==> config.mk <==
export PLATFORM = sky130hd
export DESIGN_NAME = mem_arbiter
export DESIGN_NICKNAME = d
export VERILOG_FILES = /design/src/rtl/mem_arb_pkg.sv /design/src/rtl/mem_arb_pick.sv /design/src/rtl/mem_arbiter.sv
export SDC_FILE = /design/constraint.sdc
export NUM_CORES = 1
export LEC_CHECK = 0
export ABC_AREA = 1
export CAP_MARGIN = 20
export CELL_PAD_IN_SITES_DETAIL_PLACEMENT = 0
export CELL_PAD_IN_SITES_GLOBAL_PLACEMENT = 1
export CORE_ASPECT_RATIO = 0.5
export CORE_MARGIN = 3
export CORE_UTILIZATION = 23
export CTS_CLUSTER_DIAMETER = 200
export DETAILED_ROUTE_END_ITERATION = 8
export PLACE_DENSITY_LB_ADDON = 0.1
export SYNTH_ARGS = -nofsm -noshare
export SYNTH_HDL_FRONTEND = slang
export SYNTH_SLANG_ARGS = --single-unit
==> constraint.sdc <==
create_clock -name clk -period 1.55 [get_ports clk]
set_input_delay 0.465 -clock clk [delete_from_list [all_inputs] [get_ports clk]]
set_output_delay 0.465 -clock clk [all_outputs]
set_load 0.1 [all_outputs]
==> src/rtl/mem_arb_pkg.sv <==
// Shared types and constants for the two-requester memory arbiter.
//   state_t        : sequencer states (IDLE -> ACCESS -> RESP)
//   DEPTH          : default number of memory words
//   RW_READ/WRITE  : encoding of the per-requester rw bit
//   onehot2()      : grant index -> 2-bit one-hot
package mem_arb_pkg;

  localparam int   DEPTH    = 128;
  localparam logic RW_READ  = 1'b0;
  localparam logic RW_WRITE = 1'b1;

  typedef enum logic [1:0] {
    IDLE   = 2'd0,
    ACCESS = 2'd1,
    RESP   = 2'd2
  } state_t;

  function automatic logic [1:0] onehot2(input logic idx);
    return idx ? 2'b10 : 2'b01;
  endfunction

endpackage

==> src/rtl/mem_arb_pick.sv <==
// Combinational 2-way winner select.
// Config macro: MEM_ARB_RR_EN -- when defined, round-robin using ptr
// (ptr names the preferred requester); otherwise fixed priority with
// requester 0 always winning and no ptr port.
// Ports:
//   req_valid  in  2  request valid per requester
//   ptr        in  1  preferred requester (round-robin build only)
//   grant_oh   out 2  one-hot winner, zero when nobody requests
//   grant_idx  out 1  winner index (meaningful only when grant_oh != 0)
module mem_arb_pick
  import mem_arb_pkg::*;
(
  input  logic [1:0] req_valid,
`ifdef MEM_ARB_RR_EN
  input  logic       ptr,
`endif
  output logic [1:0] grant_oh,
  output logic       grant_idx
);

  always_comb begin
    grant_idx = 1'b0;
    grant_oh  = 2'b00;
`ifdef MEM_ARB_RR_EN
    if (req_valid[ptr]) begin
      grant_idx = ptr;
      grant_oh  = onehot2(ptr);
    end else if (req_valid[~ptr]) begin
      grant_idx = ~ptr;
      grant_oh  = onehot2(~ptr);
    end
`else
    if (req_valid[0]) begin
      grant_idx = 1'b0;
      grant_oh  = 2'b01;
    end else if (req_valid[1]) begin
      grant_idx = 1'b1;
      grant_oh  = 2'b10;
    end
`endif
  end

endmodule

==> src/rtl/mem_arbiter.sv <==
// Two-requester arbiter/sequencer in front of a word-addressed memory
// with combinational read and level-sensitive write (RW=1).
// One transaction at a time: IDLE (handshake) -> ACCESS (memory driven
// for exactly one cycle) -> RESP (one-cycle rsp_valid pulse).
// Config macro: MEM_ARB_RR_EN -- round-robin arbitration when defined,
// fixed priority (requester 0 wins) when undefined.
// Ports:
//   clk, rst                  clock, synchronous active-high reset
//   req_valid/req_ready[1:0]  per-requester handshake (ready one-hot or 0)
//   req_rw[1:0]               1=write, 0=read
//   req_addr0/1, req_wdata0/1 request address and write data
//   rsp_valid[1:0]            response pulse to the granted requester
//   rsp_rdata, rsp_err        read data / out-of-range flag
//   mem_address, mem_data_in, mem_RW, mem_data_out   memory interface
module mem_arbiter
  import mem_arb_pkg::*;
#(
  parameter int ADDR_W = 32,
  parameter int DATA_W = 32,
  parameter int DEPTH  = mem_arb_pkg::DEPTH
) (
  input  logic              clk,
  input  logic              rst,
  input  logic [1:0]        req_valid,
  output logic [1:0]        req_ready,
  input  logic [1:0]        req_rw,
  input  logic [ADDR_W-1:0] req_addr0,
  input  logic [ADDR_W-1:0] req_addr1,
  input  logic [DATA_W-1:0] req_wdata0,
  input  logic [DATA_W-1:0] req_wdata1,
  output logic [1:0]        rsp_valid,
  output logic [DATA_W-1:0] rsp_rdata,
  output logic              rsp_err,
  output logic [ADDR_W-1:0] mem_address,
  output logic [DATA_W-1:0] mem_data_in,
  output logic              mem_RW,
  input  logic [DATA_W-1:0] mem_data_out
);

  state_t state;
  logic   lat_grant;
  logic   lat_rw;
  logic   lat_oor;

  logic [1:0]        pick_oh;
  logic              pick_idx;
  logic              sel_rw;
  logic [ADDR_W-1:0] sel_addr;
  logic [DATA_W-1:0] sel_wdata;
  logic              sel_in_range;
  logic              accept;

`ifdef MEM_ARB_RR_EN
  logic ptr;
`endif

  mem_arb_pick u_pick (
    .req_valid (req_valid),
`ifdef MEM_ARB_RR_EN
    .ptr       (ptr),
`endif
    .grant_oh  (pick_oh),
    .grant_idx (pick_idx)
  );

  // Ready is offered only in IDLE; held low while reset is asserted so
  // no handshake appears to complete on a reset edge.
  assign req_ready    = (state == IDLE && !rst) ? pick_oh : 2'b00;
  assign accept       = |(req_valid & req_ready);
  assign sel_rw       = req_rw[pick_idx];
  assign sel_addr     = pick_idx ? req_addr1  : req_addr0;
  assign sel_wdata    = pick_idx ? req_wdata1 : req_wdata0;
  assign sel_in_range = sel_addr < ADDR_W'(DEPTH);

  // mem_address/mem_data_in are loaded at the accept edge and then held,
  // so the memory sees the request during ACCESS and stable values after.
  always_ff @(posedge clk) begin
    if (rst) begin
      state       <= IDLE;
      lat_grant   <= 1'b0;
      lat_rw      <= RW_READ;
      lat_oor     <= 1'b0;
      rsp_valid   <= 2'b00;
      rsp_rdata   <= '0;
      rsp_err     <= 1'b0;
      mem_address <= '0;
      mem_data_in <= '0;
      mem_RW      <= 1'b0;
`ifdef MEM_ARB_RR_EN
      ptr         <= 1'b0;
`endif
    end else begin
      case (state)
        IDLE: begin
          if (accept) begin
            lat_grant   <= pick_idx;
            lat_rw      <= sel_rw;
            lat_oor     <= !sel_in_range;
            mem_address <= sel_addr;
            mem_data_in <= sel_wdata;
            mem_RW      <= (sel_rw == RW_WRITE) && sel_in_range;
            state       <= ACCESS;
          end
        end
        ACCESS: begin
          mem_RW    <= 1'b0;
          rsp_rdata <= (lat_rw == RW_READ && !lat_oor) ? mem_data_out : '0;
          rsp_valid <= onehot2(lat_grant);
          rsp_err   <= lat_oor;
          state     <= RESP;
        end
        RESP: begin
          rsp_valid <= 2'b00;
          rsp_err   <= 1'b0;
`ifdef MEM_ARB_RR_EN
          ptr       <= ~lat_grant;
`endif
          state     <= IDLE;
        end
        default: state <= IDLE;
      endcase
    end
  end

endmodule

==> key figures <==
Cells and area
  • Layout cells sized above 1: 26.2%
  • Nets@finish: roughly 1100
  • Antenna fix cells: 0
  • Synth-to-Final Area Change: 120%

Outcome
  • Outcome: finished with violations
  • Failing checks: setup timing

Yosys
  • Netlist cell types: 21
  • Sequential-to-total area share from yosys stat: 46.6%
  • Post-synth top flop: dfxtp_1
  • Ys Warns: 0
  • Cell area after synthesis: 0.00451 mm2
  • #FFs+latches synth: 105
  • Count of flip-flops with a built-in enable after synthesis: 0
  • Post-Syn Nets: 795
  • Post-Syn Instances: 625
  • Async SR Flop Fraction: 0%
  • Syn avg cell area: approximately 7.2 um2

Setup path
  • Worst R2R Path Depth: 11
  • CP peak stage delay: between 0.2 and 0.25 ns
  • Worst r2r dst: mem_address[28]$_SDFFE_PP0P_
  • Flop-to-flop setup slack: -0.19 ns
  • CP dominant cell by count: buf_12
  • CP Launch Type: input port
  • Crit Reg-Reg Startpoint: state[0]$_SDFFE_PP0P_
  • Worst Path Arrival: 1.33 ns
  • Worst EP required: 1.08 ns
  • CP Depth: 6
  • Crit path max fanout: 4
  • CP max-delay cell: clkdlybuf4s15_1
  • CP Buf/Inv Count: 4
  • Crit end category: primary output
  • Worst setup path class: in2out
  • Critical path, cell by cell: clkdlybuf4s15_1, inv_6, nand2_4, buf_12, nor2_4, buf_12
  • Top delay family on crit path: buffers and inverters
  • Worst Setup EP: req_ready[1]
  • Crit path from: req_valid[0]

Flow run
  • Maxcap violations: 0

Placed design
  • Port Buf Inserts: 267
  • Placed wire-length estimate: 13.0 mm
  • RD Place Congestion: roughly 0.8
  • Pre-CTS setup slack: -0.679 ns

Hold path
  • Tightest Hold Check Type: reg2reg

Clocking
  • H-tree levels: 3
  • Worst-path clk slew: 0.07 ns
  • Worst skew pair latency: 0.35 ns
  • Num CTS Buffers: 9
  • Clk buf depth: 2
  • Root buffer cell: clkbuf_16
  • CTS tree: yes
  • Clock sinks: 105

Floorplanning
  • Num ports: 268
  • DIE HEIGHT: between 100 and 150 um
  • Initial core utilization: 24.0%
  • Core Rows: 35
  • Die width: between 200 and 250 um
  • Core region area: 0.0188 mm2
  • Die ar.: 0.0214 mm2

Global routing
  • Initial antenna violation count: 1
  • First-pass GRT wire length: 29.5 mm
  • Grt ovf: 0
  • Via count of the first global-routing pass: about 5400
  • Largest net degree at the start of global routing: 65
  • GRT Overall Usage: 17.6%

Pwr
  • Sw frac: 49.6%
  • Power per cell area: 1950 mW/mm2
  • Clock power frac: 12.0%
  • Power share of the combinational group: about two thirds
  • Leakage: 4.16 nW
  • Sequential power share: between 20% and 30%
  • Maximum vdd drop: 0.764 mV
  • Final Power: 19.4 mW
  • P_sw: 9.63 mW
  • Internal: ~9.8 mW

Drt
  • Detail Route Antenna Nets: 0
  • DRC: 0
  • Vias post-DR: 5372
  • Drt via density: around 4.5
  • Starting DRT DRC Count: 149
  • Routed len/inst: approximately 16 um
  • DR pass1 iterations: 4
  • Routed wire length: 19.8 mm

Timing
  • Max frequency: 0.558 GHz
  • Final WS setup: -0.241 ns
  • Final Max Slew Viols: 0
  • Finish-stage setup viols: 67
  • Tmin final: ~1.8 ns
  • RSZ-0062 raised after global routing: true
  • Worst Tran Pin Value: around 0.35 ns
  • Layout Skew: 0.00804 ns
  • Final worst-path cycle share: 116%
  • Hold_ws: 0.483 ns
  • Rel. slew slack: 76.5%
  • Final Hold Viols: 0
  • TNS Setup: -8.47 ns
## per-stage QoR
step / util [%] / area [um2] / instances
2_1_floorplan: - / 4590 / 625
3_3_place_gp: 47.1 / 8870 / 1160
3_5_place_dp: 47.1 / 8870 / 1160
4_1_cts: 52.2 / 9830 / 1207
5_1_grt: 52.8 / 9940 / 1207
6_report: 52.8 / 9940 / 1207
## worst min path at each step
stage                        start             endpoint  slack, ns  cells after the start
2_1_floorplan  lat_rw$_SDFFE_PP0P_  lat_rw$_SDFFE_PP0P_       0.43                      2
3_3_place_gp   lat_rw$_SDFFE_PP0P_  lat_rw$_SDFFE_PP0P_       0.46                      2
3_5_place_dp   lat_rw$_SDFFE_PP0P_  lat_rw$_SDFFE_PP0P_       0.46                      2
4_1_cts        lat_rw$_SDFFE_PP0P_  lat_rw$_SDFFE_PP0P_       0.48                      2
5_1_grt        lat_rw$_SDFFE_PP0P_  lat_rw$_SDFFE_PP0P_       0.50                      2
6_report       lat_rw$_SDFFE_PP0P_  lat_rw$_SDFFE_PP0P_       0.48                      2
## cell usage in the layout, fill, tap and decap left out, types with 3 or more instances in the layout
master and n:
nand3b_1 6, buf_4 52, nor2_4 5, clkdlybuf4s50_1 162, a21oi_1 52, nand3_1 12
inv_1 24, buf_16 9, buf_8 3, inv_2 3, o21ai_0 57, clkbuf_16 12
o21ai_2 14, nand2_1 186, dfxtp_1 103, buf_12 117, clkbuf_1 3, buf_6 8
o21ai_1 30, nor2_2 4, nor2_1 12, a31oi_1 47
## metal layers
layer | wire, um | vias up | track usage, % | part of all wire, %
li1 | - | 2739 | - | -
met1 | 8780 | 2475 | 22.1 | 44
met2 | 9260 | 138 | 29.1 | 47
met3 | 1470 | 18 | 6.47 | 7.4
met4 | 253 | 2 | 3.24 | 1.3
met5 | 11 | - | 0 | 0.056
## final cells by class
| class | count | area (um2) |
|---|---|---|
| fillers | 1740 | 8890 |
| repair buffers | 357 | 4840 |
| multi-input cells | 440 | 2260 |
| flip-flops and latches | 105 | 2100 |
| well taps | 259 | 324 |
| clock buffers | 12 | 236 |
| inverters | 30 | 123 |
| clock inverters | 4 | 53.8 |
## state kept, by name (all words and copies together), names as in the netlist
register,flops
mem_address,32
mem_data_in,32
rsp_rdata,32
rsp_valid,2
state,2
lat_grant,1
lat_oor,1
lat_rw,1
mem_RW,1
rsp_err,1
## what timing repair did
| item | in CTS | in global routing |
|---|---|---|
| hold buffers | 0 | 0 |
| resized for setup | 64 | 53 |
| buffers inserted | 19 | 3 |
| gates cloned | 12 | 3 |
| endpoints found under the setup margin | 72 | 76 |
| endpoints found under the hold margin | 0 | 0 |
| pin swaps | 5 | 10 |
## Yosys cell counts (2+ instances only)
| master | number | area (um2) |
|---|---|---|
| dfxtp_1 | 105 | 2100 |
| buf_2 | 13 | 65.1 |
| clkbuf_1 | 29 | 109 |
| o21ai_0 | 101 | 505 |
| nand3_1 | 12 | 60.1 |
| ha_1 | 4 | 50.1 |
| inv_2 | 2 | 7.51 |
| a21oi_1 | 53 | 265 |
| nor2_1 | 20 | 75.1 |
| buf_6 | 3 | 33.8 |
| nand2_1 | 189 | 709 |
| inv_1 | 28 | 105 |
| a31oi_1 | 50 | 313 |
| buf_4 | 4 | 30.0 |
| nand3b_1 | 6 | 45.0 |
## kinds of logic (layout without fill, tap and decap cells)
| logic type | Yosys count | count (layout) | synth area share, % |
|---|---|---|---|
| AO/OA/AOI/OAI | 207 | 207 | 24.5 |
| AND/OR/NAND/NOR | 229 | 229 | 20.0 |
| flip-flops | 105 | 105 | 46.6 |
| adder cells (fa/ha/maj) | 4 | 4 | 1.11 |
| buffers and inverters | 80 | 403 | 7.85 |
## worst register-to-register path, stage by stage (launching register included)
cell and delay, ns:
dfxtp_2 0.33, inv_2 0.08, ha_4 0.17, nand2_8 0.07, buf_6 0.12, a21oi_4 0.15
buf_12 0.14, buf_12 0.12, buf_12 0.13, buf_16 0.12, o21ai_0 0.08, a31oi_1 0.15
## power by group through the flow
stage	logic, mW	clock network (mW)	registers [mW]
CTS	12.6	2.41	4.28
floorplan	1.72	0	9.19
detailed placement	11.3	0	4.33
finish	12.8	2.32	4.30
global route	13.3	2.50	4.40
global placement	11.3	0	4.30
(Power assumes the default switching activity.)
